## src/rtl/hm01b0_pixel_ingester.sv

```systemverilog
// HM01B0 parallel camera ingester: re-times pixclk/hsync/vsync/data into the system clock
// and scatters pixels into eight 512x8 RAMs as 8x8 JPEG blocks, one strip of 8 rows at a time.
module hm01b0_pixel_ingester #(
    parameter int unsigned IMAGE_WIDTH  = 320,
    parameter int unsigned IMAGE_HEIGHT = 320
) (
    input  logic       clock,
    input  logic       reset,
    input  logic       hm01b0_pixclk,
    input  logic [7:0] hm01b0_pixdata,
    input  logic       hm01b0_hsync,
    input  logic       hm01b0_vsync,
    output logic [2:0] output_block_select,
    output logic       frontbuffer_select,
    output logic [8:0] output_write_addr,
    output logic [7:0] output_pixval,
    output logic       wren
);
    localparam int unsigned CNT_W   = 9;
    localparam int unsigned PIX_W   = 8;
    localparam int unsigned CNT_MAX = 511;

    typedef enum logic {ST_IDLE, ST_FRAME} state_t;

    state_t             state, state_n;
    logic [2:0]         pclk_q, hs_q, vs_q;
    logic [PIX_W-1:0]   data_q1, data_q2;
    logic [CNT_W-1:0]   row, row_n, col, col_n;
    logic               line_any, line_any_n;
    logic               fb_n, wren_n;
    logic [2:0]         sel_n;
    logic [8:0]         addr_n;
    logic [PIX_W-1:0]   pix_n;

    logic pclk_rise, hs_fall, vs_rise, vs_fall, accept, in_range, took_pixel;

    // Two-flop synchronisers plus one history flop per control line
    always_ff @(posedge clock or posedge reset) begin
        if (reset) begin
            pclk_q  <= '0;
            hs_q    <= '0;
            vs_q    <= '0;
            data_q1 <= '0;
            data_q2 <= '0;
        end else begin
            pclk_q  <= {pclk_q[1:0], hm01b0_pixclk};
            hs_q    <= {hs_q[1:0], hm01b0_hsync};
            vs_q    <= {vs_q[1:0], hm01b0_vsync};
            data_q1 <= hm01b0_pixdata;
            data_q2 <= data_q1;
        end
    end

    assign pclk_rise = pclk_q[1] & ~pclk_q[2];
    assign hs_fall   = ~hs_q[1] & hs_q[2];
    assign vs_rise   = vs_q[1] & ~vs_q[2];
    assign vs_fall   = ~vs_q[1] & vs_q[2];
    // A pixel edge coinciding with the hsync fall still belongs to the ending line
    assign accept    = pclk_rise & (hs_q[1] | hs_fall) & vs_q[1] & (state == ST_FRAME);
    assign in_range  = (32'(col) < IMAGE_WIDTH) && (32'(row) < IMAGE_HEIGHT);

    always_comb begin
        state_n    = state;
        row_n      = row;
        col_n      = col;
        line_any_n = line_any;
        fb_n       = frontbuffer_select;
        wren_n     = 1'b0;
        sel_n      = output_block_select;
        addr_n     = output_write_addr;
        pix_n      = output_pixval;
        took_pixel = line_any;
        if (vs_rise) begin
            state_n    = ST_FRAME;
            row_n      = '0;
            col_n      = '0;
            line_any_n = 1'b0;
            fb_n       = 1'b0;
        end else if (vs_fall) begin
            state_n    = ST_IDLE;
            col_n      = '0;
            line_any_n = 1'b0;
        end else if (state == ST_FRAME) begin
            if (accept) begin
                if (in_range) begin
                    wren_n = 1'b1;
                    sel_n  = col[8:6];
                    addr_n = {col[5:3], row[2:0], col[2:0]};
                    pix_n  = data_q2;
                end
                col_n      = (32'(col) == CNT_MAX) ? col : col + CNT_W'(1);
                line_any_n = 1'b1;
                took_pixel = 1'b1;
            end
            if (hs_fall) begin
                col_n      = '0;
                line_any_n = 1'b0;
                if (took_pixel && (32'(row) != CNT_MAX)) begin
                    row_n = row + CNT_W'(1);
                    if (row[2:0] == 3'd7) fb_n = ~frontbuffer_select;
                end
            end
        end
    end

    always_ff @(posedge clock or posedge reset) begin
        if (reset) begin
            state               <= ST_IDLE;
            row                 <= '0;
            col                 <= '0;
            line_any            <= 1'b0;
            frontbuffer_select  <= 1'b0;
            wren                <= 1'b0;
            output_block_select <= '0;
            output_write_addr   <= '0;
            output_pixval       <= '0;
        end else begin
            state               <= state_n;
            row                 <= row_n;
            col                 <= col_n;
            line_any            <= line_any_n;
            frontbuffer_select  <= fb_n;
            wren                <= wren_n;
            output_block_select <= sel_n;
            output_write_addr   <= addr_n;
            output_pixval       <= pix_n;
        end
    end
endmodule

```

## config.mk

```make
export PLATFORM = sky130hd
export DESIGN_NAME = hm01b0_pixel_ingester
export DESIGN_NICKNAME = d
export VERILOG_FILES = /design/src/rtl/hm01b0_pixel_ingester.sv
export SDC_FILE = /design/constraint.sdc
export NUM_CORES = 1
export LEC_CHECK = 0
export CAP_MARGIN = 20
export CORE_MARGIN = 5
export CORE_UTILIZATION = 30
export CTS_CLUSTER_DIAMETER = 60
export DETAILED_ROUTE_END_ITERATION = 8
export DONT_BUFFER_PORTS = 1
export PLACE_DENSITY_LB_ADDON = 0.12
export SETUP_SLACK_MARGIN = 0.3
export SYNTH_ARGS = -nofsm -noshare
export SYNTH_HDL_FRONTEND = slang
export SYNTH_SLANG_ARGS = --single-unit
```

## constraint.sdc

```tcl
create_clock -name clock -period 2.3 [get_ports clock]
set_input_delay 0.575 -clock clock [delete_from_list [all_inputs] [get_ports clock]]
set_output_delay 0.575 -clock clock [all_outputs]
set_load 0.005 [all_outputs]
```

==> qor.yml <==
outcome:
  outcome: "complete, no violations"
layout:
  final_common_cell: "dfrtp_1"
  area_growth_pct: 20.99
  final_nets: 230
  antenna_cells: 0
  final_cell_mix: "dfrtp_1 (67), mux2_2 (22), buf_4 (15)"
  final_layout_size_suffix_gt1_frac: 0.3505
critical_path:
  critPathCaptureType: "flop"
  criticalPathCategory: "flop to flop"
  crit_chain: "ha_2 -> and3_4 -> and3_4 -> ha_4 -> nor2_4 -> o211ai_4 -> buf_6 -> or4_1 -> a21oi_1"
  critPathRequiredTime_ns: 2.56
  critPathLaunchType: "flop"
  slowest_delay_ns: 0.39
  cp_top_family: "simple AND/OR/NAND/NOR gates"
  cp_slowest_cell: "dfrtp_1"
  crit_arrival_ns: 2.29
  crit_fanout: 7
  crit_buf_inv: 1
  crit_path_frequent_cell: "and3_4"
drt:
  remaining_drc_errors: 0
  drt-wirelength-per-cell_um: 15.85
  antenna_left: 0
  viasPerCell: 4.809
  finalWirelength_um: 5057
  firstDrtPassIters: 4
  drt-initial-drc-count: 59
  vias: 1534
floorplan:
  io_pins: 35
  fp.dieW_um: 102.8
  dieHeight_um: 102.8
  rows: 33
  initial_utilization: 0.3110
  core_region_area_um2: 8299
  die_area_um2: 10560
sta:
  skew_ns: 0.009158
  rsz0062_at_grt: "yes"
  whs_ns: 0.1775
  fin_ws_ns: 0.2722
  setup_violations: 0
  fmax_ghz: 0.4932
  min_period_ns: 2.028
  hold_violations: 0
  worst_slew_pin_slew_ns: 0.6093
  slew_violations: 0
  relSlewSlack: 0.5929
  finalSetupTns_ns: 0
  period_share: 0.8816
cts:
  cts.path.max_buffers: 2
  h-tree-depth: 3
  clk_latency_ns: 0.33
  cts_tree: "yes"
  cts-buffers-inserted: 9
  clock-sinks: 67
  clockRootBuffer: "clkbuf_8"
  clkTransAtPathRegs_ns: 0.07
power_and_ir_drop:
  p_per_area_nw_per_um2: 782.6
  irDropWorstVdd_mv: 0.2683
  p_total_uw: 2444
  leakagePower_uw: 0.001423
global_route:
  track_usage: 0.1080
  grt_pass1_vias: 1689
  grt-ovfl-total: 0
  grt_antenna_before_repair: 0
  grt_max_degree: 30
  grt_pass1_wl_um: 8521
synth:
  synth_nets: 206
  synth_seq_cells: 67
  ys_types: 37
  yosysSeqAreaShare: 0.6495
  yosysWarnings: 0
  synthCells: 186
  syn_avg_cell_area_um2: 13.88
  synth_area_um2: 2581
flow_run:
  maxCapViolCount: 0
placed_design:
  port_buffers: 0
  routabilityCongestion: 0.8630
  dp_hpwl_um: 3599
  pre_cts_slack_ns: 0.1410
hold_path:
  worstHoldPathType: "input pin to asynchronous set/reset pin"
## registers in the layout (all words and copies together), names as in the netlist
register             cells
row                      9
vs_q                     3
output_block_select      3
frontbuffer_select       1
output_pixval            8
state                    1
data_q1                  8
hs_q                     3
output_write_addr        9
wren                     1
pclk_q                   3
col                      9
line_any                 1
data_q2                  8
## stage by stage
step | instance area [um^2] | util | cells
floorplan | 2626 | - | 186
global placement | 2796 | 0.3370 | 295
detailed placement | 2796 | 0.3370 | 295
CTS | 3063 | 0.3691 | 315
global route | 3123 | 0.3763 | 319
finish | 3123 | 0.3763 | 319
## final cells by class
class	count	area, um^2
multi-input combinational	111	954.7
tap	105	131.4
timing repair buffer	16	123.9
clock inverter	6	90.09
clock buffer	9	123.9
sequential	67	1677
fill	787	5176
inverter	5	22.52
## logic make-up after synthesis
kind of cell,count (synthesis),synth area share
xor+xnor,5,0.01696
mux,23,0.09986
fa+ha+maj,7,0.03393
buf+inv,8,0.01260
flops,67,0.6495
simple gates,53,0.1241
compound gates,23,0.06302
## Yosys cell counts
cell type   n  area share
a21oi_1     5      0.0097
a22o_1      3       0.010
a31o_2      2      0.0068
a32o_1      1      0.0039
and3_1      5       0.012
and3b_4     1      0.0048
and4b_1     1      0.0039
buf_2       2      0.0039
clkbuf_1    1      0.0015
dfrtp_1    67        0.65
ha_1        7       0.034
inv_1       5      0.0073
mux2_2     22       0.096
mux2i_1     1      0.0039
nand2_1     6      0.0087
nand2b_1    2      0.0048
nand3_1     8       0.016
nand4_1     3      0.0073
nand4b_2    1      0.0058
nor2_1      9       0.013
nor2b_1     3      0.0073
nor3_1      3      0.0058
nor3b_1     1      0.0029
nor4_1      1      0.0024
nor4_2      1      0.0048
nor4b_1     1      0.0034
o2111ai_1   2      0.0068
o211ai_2    1      0.0048
o21ai_0     6       0.012
o311ai_0    1      0.0034
o31ai_1     2      0.0058
or3_1       3      0.0073
or3_4       1      0.0044
or4_1       2      0.0058
or4b_1      1      0.0039
xnor2_1     4       0.014
xor2_1      1      0.0034
## metal layers
metal,vias up,track usage,wire (um)
met1,781,0.1298,2254
met5,-,0,0
met4,0,0.04880,97
li1,721,-,-
met3,8,0.04127,237
met2,24,0.1723,2467
## report_power, final
group / internal, uW / switching [uW]
clock network: 608 / 444
logic: 50.7 / 61.8
registers: 1240 / 40.8
## final timing paths
check,from,slack (ns),cells after the start,end
min in group clock,hm01b0_pixdata[6],0.26,0,data_q1[6]
max,row[1],0.27,9,row[7]
max reg2reg,row[1],0.27,9,row[7]
min reg2reg,data_q1[1],0.35,0,data_q2[1]
max in group asynchronous,reset,1.44,2,hs_q[0]
min,reset,0.18,1,output_pixval[3]
## what timing repair did
item,in CTS,in global routing
buffers inserted,5,4
endpoints found under the setup margin,5,28
pin swaps,1,5
hold buffers,0,0
resized for setup,4,7
No activity file was read; power rests on OpenSTA's default activity.
